<file path="config.mk">
export PLATFORM = sky130hd
export DESIGN_NAME = font5_base
export DESIGN_NICKNAME = d
export VERILOG_FILES = /design/src/rtl/font5_base.sv
export SDC_FILE = /design/constraint.sdc
export NUM_CORES = 1
export LEC_CHECK = 0
export BUFFER_PORTS_ARGS = -buffer_cell sky130_fd_sc_hd__buf_2
export CAP_MARGIN = 20
export CORE_UTILIZATION = 58
export DETAILED_ROUTE_END_ITERATION = 12
export PLACE_DENSITY = 0.83
export SKIP_CTS_REPAIR_TIMING = 1
export SLEW_MARGIN = 5
export SYNTH_ARGS = -nofsm -noshare
export SYNTH_HDL_FRONTEND = slang
export SYNTH_HIERARCHICAL = 1
export SYNTH_SLANG_ARGS = --single-unit
</file>
<file path="constraint.sdc">
create_clock -name clk357 -period 7.49 [get_ports clk357]
set_input_delay 1.498 -clock clk357 [delete_from_list [all_inputs] [get_ports clk357]]
set_output_delay 1.498 -clock clk357 [all_outputs]
set_load 0.1 [all_outputs]
</file>
<file path="src/rtl/font5_base.sv">
// FONT5 fast feedback path: bit-flip decode of four ADC channels, gained and
// saturated corrections to two offset-binary DACs, gated by a triggered run window.

module font5_dac_lane #(
  parameter int IN_W  = 22,
  parameter int SHIFT = 4
) (
  input  logic                   clk357,
  input  logic                   rst,
  input  logic signed [IN_W-1:0] i_p,
  input  logic                   i_vld,
  output logic [12:0]            o_dac,
  output logic                   o_clip
);
  localparam logic signed [IN_W-1:0] MAXV = IN_W'(4095);
  localparam logic signed [IN_W-1:0] MINV = IN_W'(-4096);

  logic signed [IN_W-1:0] w_v;
  logic [12:0]            w_sat;

  always_comb begin
    w_v    = i_p >>> SHIFT;
    w_sat  = w_v[12:0];
    o_clip = 1'b0;
    if (w_v > MAXV) begin
      w_sat  = 13'h0FFF;
      o_clip = 1'b1;
    end else if (w_v < MINV) begin
      w_sat  = 13'h1000;
      o_clip = 1'b1;
    end
  end

  // Out-of-window samples park the DAC at midscale.
  always_ff @(posedge clk357 or posedge rst)
    if (rst) o_dac <= 13'h1000;
    else     o_dac <= i_vld ? (w_sat ^ 13'h1000) : 13'h1000;
endmodule

module font5_base #(
  parameter logic [12:0]        CH1_BITFLIP = 13'h0685,
  parameter logic [12:0]        CH2_BITFLIP = 13'h1B88,
  parameter logic [12:0]        CH4_BITFLIP = 13'h1F00,
  parameter logic [12:0]        CH5_BITFLIP = 13'h199A,
  parameter logic signed [7:0]  K1          = 8'sd16,
  parameter logic signed [7:0]  K2          = 8'sd16,
  parameter logic signed [7:0]  K3          = 8'sd16,
  parameter int                 SHIFT       = 4,
  parameter logic [15:0]        WINDOW_LEN  = 16'd280
) (
  input  logic        clk357,
  input  logic        rst,
  input  logic [12:0] ch1_data_in_del,
  input  logic [12:0] ch2_data_in_del,
  input  logic [12:0] ch4_data_in_del,
  input  logic [12:0] ch5_data_in_del,
  input  logic        diginput1,
  output logic [12:0] dac1_out,
  output logic        dac1_clk,
  output logic [12:0] dac2_out,
  output logic        dac2_clk,
  output logic        run,
  output logic        store_strb,
  output logic        led0_out,
  output logic        led1_out,
  output logic        led2_out
);
  localparam int STAGES = 3;
  localparam logic [3:0][12:0] CH_MASK = {CH5_BITFLIP, CH4_BITFLIP, CH2_BITFLIP, CH1_BITFLIP};

  logic              r_s0, r_s1, r_s2;
  logic              r_run, r_led1, r_led2;
  logic [15:0]       r_cnt;
  logic [STAGES-1:0] r_vld_pipe;
  logic [3:0][12:0]  r_c;
  logic [1:0][21:0]  r_p;

  logic              w_edge;
  logic [3:0][12:0]  w_raw;
  logic signed [21:0] w_c1, w_c2, w_c4, w_k1, w_k2, w_k3;
  logic [1:0][12:0]  w_dac;
  logic [1:0]        w_clip;
  logic              w_unused_ch5;

  // r_s0/r_s1 synchronise the trigger; r_s2 holds the previous value for edge detect.
  assign w_edge = r_s1 & ~r_s2;

  always_ff @(posedge clk357 or posedge rst)
    if (rst) begin
      r_s0   <= 1'b0;
      r_s1   <= 1'b0;
      r_s2   <= 1'b0;
      r_run  <= 1'b0;
      r_cnt  <= '0;
      r_led2 <= 1'b0;
    end else begin
      r_s0 <= diginput1;
      r_s1 <= r_s0;
      r_s2 <= r_s1;
      if (r_run) begin
        if (r_cnt == '0) r_run <= 1'b0;
        else             r_cnt <= r_cnt - 16'd1;
      end else if (w_edge) begin
        r_run  <= 1'b1;
        r_cnt  <= WINDOW_LEN - 16'd1;
        r_led2 <= ~r_led2;
      end
    end

  assign w_raw = {ch5_data_in_del, ch4_data_in_del, ch2_data_in_del, ch1_data_in_del};
  assign w_c1  = 22'($signed(r_c[0]));
  assign w_c2  = 22'($signed(r_c[1]));
  assign w_c4  = 22'($signed(r_c[2]));
  assign w_k1  = 22'(K1);
  assign w_k2  = 22'(K2);
  assign w_k3  = 22'(K3);
  assign w_unused_ch5 = ^r_c[3];

  // The run flag travels alongside each sample so gating lines up with the data.
  always_ff @(posedge clk357 or posedge rst)
    if (rst) begin
      r_c        <= '0;
      r_p        <= '0;
      r_vld_pipe <= '0;
    end else begin
      r_c        <= w_raw ^ CH_MASK;
      r_p[0]     <= w_c2 * w_k1;
      r_p[1]     <= w_c1 * w_k2 + w_c4 * w_k3;
      r_vld_pipe <= {r_vld_pipe[STAGES-2:0], r_run};
    end

  for (genvar i = 0; i < 2; i++) begin : g_lane
    font5_dac_lane #(.IN_W(22), .SHIFT(SHIFT)) u_lane (
      .clk357 (clk357),
      .rst    (rst),
      .i_p    (r_p[i]),
      .i_vld  (r_vld_pipe[1]),
      .o_dac  (w_dac[i]),
      .o_clip (w_clip[i])
    );
  end

  always_ff @(posedge clk357 or posedge rst)
    if (rst) r_led1 <= 1'b0;
    else     r_led1 <= r_led1 | (|w_clip);

  assign dac1_out   = w_dac[0];
  assign dac2_out   = w_dac[1];
  assign dac1_clk   = ~clk357;
  assign dac2_clk   = ~clk357;
  assign run        = r_run;
  assign store_strb = r_vld_pipe[STAGES-1];
  assign led0_out   = r_run;
  assign led1_out   = r_led1;
  assign led2_out   = r_led2;
endmodule

</file>
==> results of run 1 <==
==> state kept, by name, indices dropped and copies added (netlist names) <==
name and cells:
r_c 39, r_p 27, g_lane.u_lane/o_dac 26, r_cnt 16, r_vld_pipe 3, led0_out 1, led1_out 1, led2_out 1
r_s0 1, r_s1 1, r_s2 1
==> placed cells by master, fill, tap and decap left out, drive strengths merged, types with 2 or more instances in the layout <==
| cell type | n |
|---|---|
| nand2 | 23 |
| xnor2 | 9 |
| a31oi | 5 |
| or4 | 5 |
| and3 | 2 |
| buf | 75 |
| nand3 | 9 |
| dfrtp | 115 |
| a211oi | 2 |
| o211ai | 4 |
| clkinv | 10 |
| o21ai | 8 |
| mux2i | 7 |
| ha | 14 |
| or3b | 3 |
| and2 | 2 |
| or3 | 3 |
| nor2b | 4 |
| nor4b | 3 |
| o21bai | 2 |
| a21o | 2 |
| clkbuf | 18 |
| o31ai | 5 |
| nor3 | 5 |
| nor4 | 3 |
| dfstp | 2 |
| nand2b | 2 |
| xor2 | 2 |
| and4 | 2 |
| nor3b | 2 |
| a21oi | 38 |
| nor2 | 8 |
| inv | 56 |
==> worst min-delay path by stage <==
| stage | startpoint | to | slack (ns) |
|---|---|---|---|
| after detailed placement | r_c[22] | r_p[13] | 0.33 |
| after global placement | r_c[16] | r_p[7] | 0.33 |
| after CTS | r_c[17] | r_p[8] | 0.35 |
| after floorplan | r_c[19] | r_p[10] | 0.33 |
| after global routing | r_c[20] | r_p[11] | 0.35 |
| final | r_c[20] | r_p[11] | 0.35 |
==> routing by layer <==
| layer | global-route usage (%) | part of all wire (%) | vias up |
|---|---|---|---|
| li1 | - | - | 1398 |
| met1 | 26.0 | 42 | 1386 |
| met2 | 36.6 | 52 | 85 |
| met3 | 6.57 | 4.1 | 12 |
| met4 | 9.01 | 1.7 | 0 |
| met5 | 0 | 0 | - |
==> cell type report <==
type / count / area share [%]
flip-flops and latches: 117 / 52.7
multi-input cells: 184 / 24.2
clock buffers: 20 / 8.08
repair buffers: 73 / 6.62
inverters: 51 / 3.47
clock inverters: 16 / 2.66
well taps: 99 / 2.23
==> through the flow <==
step / total power [W] / instances
finish: 0.00255 / 560
global route: 0.00265 / 560
CTS: 0.00257 / 560
detailed placement: 0.00178 / 527
global placement: 0.00176 / 527
floorplan: 0.00166 / 363
==> power by group <==
part | leakage [nW] | total (W) | internal [W] | switching (W)
combinational | 1.07 | 0.000832 | 0.000165 | 0.000667
clock | 0.304 | 0.000863 | 0.000475 | 0.000388
sequential | 1.38 | 0.000850 | 0.000761 | 0.0000896
total | 2.75 | 0.00255 | 0.00140 | 0.00114
==> worst register-to-register path, cell delays in order, from the launching register on <==
cell	delay, ns
dfrtp_1	0.41
inv_1	0.09
ha_1	0.19
nor4b_2	0.43
nand2_1	0.20
or3b_1	0.51
o311ai_4	0.26
o41ai_2	0.10
==> metrics, run 1 <==
outcome completed; WP buf/inv 4; capturing point of the worst reg2reg path r_cnt[12]; Ys Warns 6; Fillers 468; slew at the pin closest to its max-slew limit 1.03 ns; # rows 31; Max-Cap Viols 0; multi-input logic area 1350 um2; P&R area growth vs syn 22.4%; Fin Hold WS 0.346 ns; RSZ-0062 raised after global routing no; vias in the first global route 2887; first-pass GRT wire length 13.6 mm; area of placed instances 4970 um2; H-tree depth 4; Core Util, Final 75.0%; worst setup margin 1.35 ns; setup_tns 0 ns; Die Wd 90.5 um; DR WL/cell 14.5 um; root buf cell clkbuf_8; VDD IR-drop max 0.000204 V; CTS tree yes; WHS Path Cells 0; # DRC 0; final instance area 5560 um2; CP Launch Type clock port; worst path cell trace clkbuf_8, clkbuf_16, inv_1, buf_2; crit end category output pin; R2R Setup Slk 5.17 ns; Initial DRC Count 123; r2r startpoint r_cnt[0]; setup violators final 0; worst r2r path cells 7; CTS Buf Count 17; final wirelength 8.09 mm; Final ANT Viol Nets 0; Synth Instances 363; largest net degree at the start of global routing 57; Post-Place Setup Slack 1.80 ns; Cell Pwr Density 458 nW/um2; syn nets 433; vias per inst 5.14; final RePlAce weighted congestion 0.805; Avg Inst Size Synth 12.5 um2; initial antenna violation count 0; top-level port count 88; CP Launch Point clk357; area of the mapped netlist 4540 um2; Worst path depth 4; Port Buffer Count 74; fin. max-slew vios 0; DR vias 2881; Die Height 90.5 um; Detailed Routing Iterations Pass 1 5; critical path type clk2out; total congestion overflow 0; clock buffer depth 2; clock latency on the worst-skew pair 0.51 ns; Leakage Power 2.75 nW; Hold Vio Cnt, Final 0; HPWL after DPL 5.15 mm; CP Data Required Time 5.99 ns; ANT cells 0; crit path DAT 4.65 ns; gr usage total 21.7%; NumNets Final 518; register area 2930 um2; Final Skew 0.0124 ns; Slowest-stage cell, CP buf_2; worst hold path class reg2reg; Core Area 7410 um2; Initial Util 61.3%; Max FO, Critical Path 16; share of cells above drive strength 1 28.0%; cell family with the largest share of critical-path delay buffers and inverters; Die Area 8180 um2; Slew headroom 31.2%; Worst-path clk slew 0.06 ns; Crit path largest cell delay 0.42 ns; end point of the critical path dac2_clk
Power figures use the tool's default switching activity.
==> run 2, diff against run 1 <==
--- a/config.mk
+++ b/config.mk
@@ -7,9 +7,9 @@
 export LEC_CHECK = 0
 export BUFFER_PORTS_ARGS = -buffer_cell sky130_fd_sc_hd__buf_2
 export CAP_MARGIN = 20
-export CORE_UTILIZATION = 58
+export CORE_UTILIZATION = 54
 export DETAILED_ROUTE_END_ITERATION = 12
-export PLACE_DENSITY = 0.83
+export PLACE_DENSITY = 0.78
 export SKIP_CTS_REPAIR_TIMING = 1
 export SLEW_MARGIN = 5
 export SYNTH_ARGS = -nofsm -noshare
==> constraint.sdc (replaced) <==
create_clock -name clk357 -period 6 [get_ports clk357]
set_input_delay 1.2 -clock clk357 [delete_from_list [all_inputs] [get_ports clk357]]
set_output_delay 1.2 -clock clk357 [all_outputs]
set_load 0.1 [all_outputs]
==> metrics, run 2 (same netlist as run 1, synthesis figures left out) <==
outcome completed; setup_tns 0 ns (unchanged); Cell Pwr Density 573 nW/um2 (+25%); Max FO, Critical Path 16 (unchanged); HPWL after DPL 4.95 mm (-3.9%); most frequent cells in the layout dfrtp_1 (115), buf_2 (74), inv_1 (52); largest net degree at the start of global routing 59 (+3.5%); P&R area growth vs syn 22.7%; most common cell after layout, fill and taps aside dfrtp_1; total congestion overflow 0 (unchanged); Initial DRC Count 196 (+59%); vias per inst 5.04 (-2.0%); critical path type clk2out; hold_sp r_c[18]; placed cells 533 (+1.1%); worst hold path class reg2reg; first-pass GRT wire length 12.7 mm (-6.5%); top-level port count 88 (unchanged); # rows 33 (+6.5%); Initial Util 55.5% (-5.7 points); setup violators final 0 (unchanged); crit path DAT 3.90 ns (-0.75 ns); r2r startpoint r_cnt[0]; cell family with the largest share of critical-path delay buffers and inverters; Fillers 587 (+25%); root buf cell clkbuf_8; slew at the pin closest to its max-slew limit 1.00 ns (-0.0227 ns); multi-input logic area 1350 um2 (unchanged); ANT cells 0 (unchanged); Die Wd 93.7 um (+3.6%); gr usage total 19.8% (-2.0 points); CP Data Required Time 4.80 ns (-1.19 ns); crit end category output pin; DR vias 2853 (-0.97%); Detailed Routing Iterations Pass 1 5 (unchanged); clock latency on the worst-skew pair 0.51 ns (about the same); CTS Buf Count 17 (unchanged); CP Launch Point clk357; Hold Vio Cnt, Final 0 (unchanged); worst path cell trace clkbuf_8, clkbuf_16, inv_1, buf_2; Port Buffer Count 74 (unchanged); fin. max-slew vios 0 (unchanged); WP buf/inv 4 (unchanged); Core Util, Final 68.1% (-6.9 points); H-tree depth 4 (unchanged); NumNets Final 518 (unchanged); register area 2930 um2 (unchanged); initial antenna violation count 0 (unchanged); Max-Cap Viols 0 (unchanged); RSZ-0062 raised after global routing no; Slowest-stage cell, CP buf_2; share of cells above drive strength 1 28.0% (unchanged); Die Area 8780 um2 (+7.2%); Final Skew 0.00920 ns (-0.00323 ns); biggest regs r_c: 39 flops, r_p: 27 flops, g_lane.u_lane/o_dac: 26 flops; DR WL/cell 13.5 um (-6.9%); CTS tree yes; fin cells 566 (+1.1%); Slew headroom 32.8% (+1.5 points); Core Area 8180 um2 (+10%); # DRC 0 (unchanged); Leakage Power 2.74 nW (-0.20%); Crit path largest cell delay 0.41 ns (about the same); Worst-path clk slew 0.06 ns (about the same); Biggest register r_c; final wirelength 7.61 mm (-5.9%); final RePlAce weighted congestion 0.741 (-7.9%); Final ANT Viol Nets 0 (unchanged); vias in the first global route 2848 (-1.4%); Largest register FFs 39 (unchanged); VDD IR-drop max 0.000245 V (+20%); clock buffer depth 2 (unchanged); CP Launch Type clock port; Die Height 93.7 um (+3.6%)
[run 2: cell types whose count changed in the layout (fill, tap and decap cells not counted)]
cell        delta
bufinv_16      +1
clkbuf_16      -1
clkinv_2       -1
clkinv_4       -2
clkinvlp_2     +1
clkinvlp_4     +1
inv_6          +1
[run 2: per-stage QoR]
step / area, um2 / setup WS (ns) / hold slack (ns) / power [W]
after floorplan: 4540 / 0.786 / 0.331 / 0.00207
after global placement: 4980 / 1.35 / 0.334 / 0.00220
after detailed placement: 4980 / 1.35 / 0.335 / 0.00223
after CTS: 5570 / 0.880 / 0.351 / 0.00321
after global routing: 5570 / 0.857 / 0.349 / 0.00333
final: 5570 / 0.903 / 0.349 / 0.00319
[run 2: final cells by class]
| cell class | instances | share of cell area [%] |
|---|---|---|
| clock buffers | 19 | 7.62 |
| clock inverters | 17 | 3.17 |
| inverters | 51 | 3.46 |
| multi-input cells | 184 | 24.2 |
| flip-flops and latches | 117 | 52.6 |
| well taps | 105 | 2.36 |
| repair buffers | 73 | 6.61 |
[run 2: worst reg2reg max path: stages (launching register included)]
cell and delay [ns]:
dfrtp_1 0.42, inv_1 0.09, ha_1 0.19, nor4b_2 0.45, nand2_1 0.20, or3b_1 0.52
o211ai_1 0.25, o31ai_1 0.11
[run 2: worst paths after layout]
kind / to / slack, ns / depth (start not counted)
hold reg to reg: r_p[9] / 0.35 / 0
max in group asynchronous: r_s2 / 4.17 / 3
setup reg to reg: r_cnt[14] / 3.64 / 7
hold / removal: r_p[9] / 0.35 / 0
min in group asynchronous: g_lane[0].u_lane/o_dac[6] / 0.72 / 2
setup / recovery: dac2_clk / 0.90 / 4
[run 2: report_power, final]
| group | internal (W) | switching, W | leakage, nW |
|---|---|---|---|
| registers | 0.000949 | 0.000108 | 1.38 |
| clock network | 0.000610 | 0.000485 | 0.299 |
| logic | 0.000206 | 0.000832 | 1.07 |
| total | 0.00177 | 0.00143 | 2.74 |
[run 2: per-layer routing]
metal	part of all wire, %	wire [um]	vias up	global-route usage, %
li1	-	-	1400	-
met4	1.8	139	0	9.49
met1	42	3220	1366	23.7
met3	4.3	331	13	6.72
met5	0	0	-	0
met2	52	3920	74	32.1
==> run 3, diff against run 2 <==
--- a/config.mk
+++ b/config.mk
@@ -7,9 +7,9 @@
 export LEC_CHECK = 0
 export BUFFER_PORTS_ARGS = -buffer_cell sky130_fd_sc_hd__buf_2
 export CAP_MARGIN = 20
-export CORE_UTILIZATION = 54
+export CORE_UTILIZATION = 49
 export DETAILED_ROUTE_END_ITERATION = 12
-export PLACE_DENSITY = 0.78
+export PLACE_DENSITY = 0.75
 export SKIP_CTS_REPAIR_TIMING = 1
 export SLEW_MARGIN = 5
 export SYNTH_ARGS = -nofsm -noshare
==> constraint.sdc (replaced) <==
create_clock -name clk357 -period 4.6 [get_ports clk357]
set_input_delay 0.92 -clock clk357 [delete_from_list [all_inputs] [get_ports clk357]]
set_output_delay 0.92 -clock clk357 [all_outputs]
set_load 0.1 [all_outputs]
==> metrics, run 3 (same netlist as run 1, synthesis figures left out) <==
outcome complete, but fails checks; failing checks DRC; Worst-path clk slew 0.06 ns (about the same); root buf cell clkbuf_8; fin. max-slew vios 0 (unchanged); crit path DAT 3.21 ns (-0.69 ns); ANT cells 0 (unchanged); Cell Pwr Density 750 nW/um2 (+31%); initial antenna violation count 0 (unchanged); DR vias 2767 (-3.0%); biggest regs r_c: 39 flops, r_p: 27 flops, g_lane.u_lane/o_dac: 26 flops; final RePlAce weighted congestion 0.784 (+5.8%); CP Launch Type clock port; Clk pwr share 35.3% (+1.0 points); # rows 34 (+3.0%); CTS tree yes; largest net degree at the start of global routing 60 (+1.7%); CTS Buf Count 17 (unchanged); crit end category output pin; placed cells 536 (+0.56%); slew at the pin closest to its max-slew limit 1.04 ns (+0.0343 ns); share of cells above drive strength 1 28.1% (+0.16 points); Biggest register r_c; Die Height 98.3 um (+4.9%); P&R area growth vs syn 23.9%; Hold Vio Cnt, Final 0 (unchanged); Switching Share 43.7% (-1.0 points); R2R Setup Slk 2.30 ns (-1.34 ns); worst r2r path cells 7 (unchanged); vias per inst 4.85 (-3.7%); Final Skew 0.00825 ns (-0.000951 ns); HPWL after DPL 4.85 mm (-2.0%); fin cells 570 (+0.71%); H-tree depth 4 (unchanged); Die Area 9650 um2 (+10%); clock latency on the worst-skew pair 0.50 ns (about the same); CP Data Required Time 3.68 ns (-1.12 ns); Max FO, Critical Path 16 (unchanged); register area 2930 um2 (unchanged); Slew headroom 30.5% (-2.3 points); P_sw 0.00184 W (+29%); most frequent cells in the layout dfrtp_1 (115), buf_2 (74), inv_1 (52); top-level port count 88 (unchanged); Comb pwr share 32.1% (-0.4 points); clock buffer depth 2 (unchanged); setup violators final 0 (unchanged); DR WL/cell 12.5 um (-7.2%); Initial DRC Count 119 (-39%); vias in the first global route 2723 (-4.4%); sequential power share 32.6% (-0.5 points); setup_tns 0 ns (unchanged); Fin Hold WS 0.323 ns (-0.0267 ns); Cell Int Power 0.00238 W (+35%); worst hold path class in2async; Final ANT Viol Nets 0 (unchanged); total congestion overflow 0 (unchanged); VDD IR-drop max 0.000336 V (+37%); Leakage Power 2.78 nW (+1.3%); # DRC 1 (+1); Fillers 662 (+13%); RSZ-0062 raised after global routing no; first-pass GRT wire length 12.1 mm (-4.4%); CP Launch Point clk357; Detailed Routing Iterations Pass 1 10 (+5); gr usage total 16.3% (-3.4 points); multi-input logic area 1350 um2 (unchanged); NumNets Final 519 (+0.19%); capturing point of the worst reg2reg path r_cnt[12]; Max-Cap Viols 0 (unchanged); Largest register FFs 39 (unchanged); end point of the critical path dac2_clk; Initial Util 51.3% (-4.2 points); final wirelength 7.12 mm (-6.5%); r2r startpoint r_cnt[0]; Total Power 0.00422 W (+32%); critical path type clk2out; Die Wd 98.3 um (+4.9%); Port Buffer Count 74 (unchanged); most common cell after layout, fill and taps aside dfrtp_1; Core Area 8850 um2 (+8.2%)
==> run 3: cell count changes in the layout (fill, tap and decap cells not counted) <==
cell | before | now
clkinvlp_4 | 1 | 0
inv_2 | 0 | 1
buf_16 | 0 | 1
inv_6 | 5 | 8
clkinvlp_2 | 1 | 0
clkbuf_8 | 1 | 2
bufinv_16 | 2 | 3
clkinv_4 | 6 | 2
==> run 3: worst max-delay path, stage by stage <==
cell and delay (ns):
clkbuf_8 0.22, clkbuf_16 0.21, inv_1 0.06, buf_2 0.42
==> run 3: through the flow <==
stage	setup WS, ns	area (um2)	util [%]
2_1_floorplan	0.366	4540	-
3_3_place_gp	0.932	4980	56.3
3_5_place_dp	0.932	4980	56.3
4_1_cts	0.440	5600	63.3
5_1_grt	0.435	5630	63.6
6_report	0.468	5630	63.6
==> run 3: how the worst min path moves through the flow <==
stage,startpoint,to,slack (ns),depth (start not counted)
global route,rst,r_p[39],0.31,2
global placement,r_c[21],r_p[12],0.33,0
finish,rst,r_p[37],0.32,2
CTS,r_c[17],r_p[8],0.34,0
detailed placement,r_c[21],r_p[12],0.33,0
floorplan,r_c[19],r_p[10],0.33,0
==> run 3: final cells by class <==
type | count | area share (%)
flip-flops and latches | 117 | 52.1
multi-input cells | 184 | 23.9
clock buffers | 20 | 7.78
repair buffers | 74 | 7.03
inverters | 51 | 3.43
clock inverters | 16 | 3.36
well taps | 108 | 2.40
==> run 3: layer usage <==
metal  track usage (%)  part of all wire [%]
met1              20.3                    43
met3              4.08                   3.7
met4              8.04                   1.1
met2              26.8                    52
met5                 0                     0
==> run 3: power groups by stage <==
stage | Combinational, W | Sequential (W) | Clock (W)
final | 0.00135 | 0.00138 | 0.00149
after global routing | 0.00143 | 0.00141 | 0.00158
after CTS | 0.00136 | 0.00138 | 0.00152
after detailed placement | 0.00135 | 0.00140 | 0.000157
after global placement | 0.00133 | 0.00139 | 0.000157
after floorplan | 0.000432 | 0.00211 | 0.000156
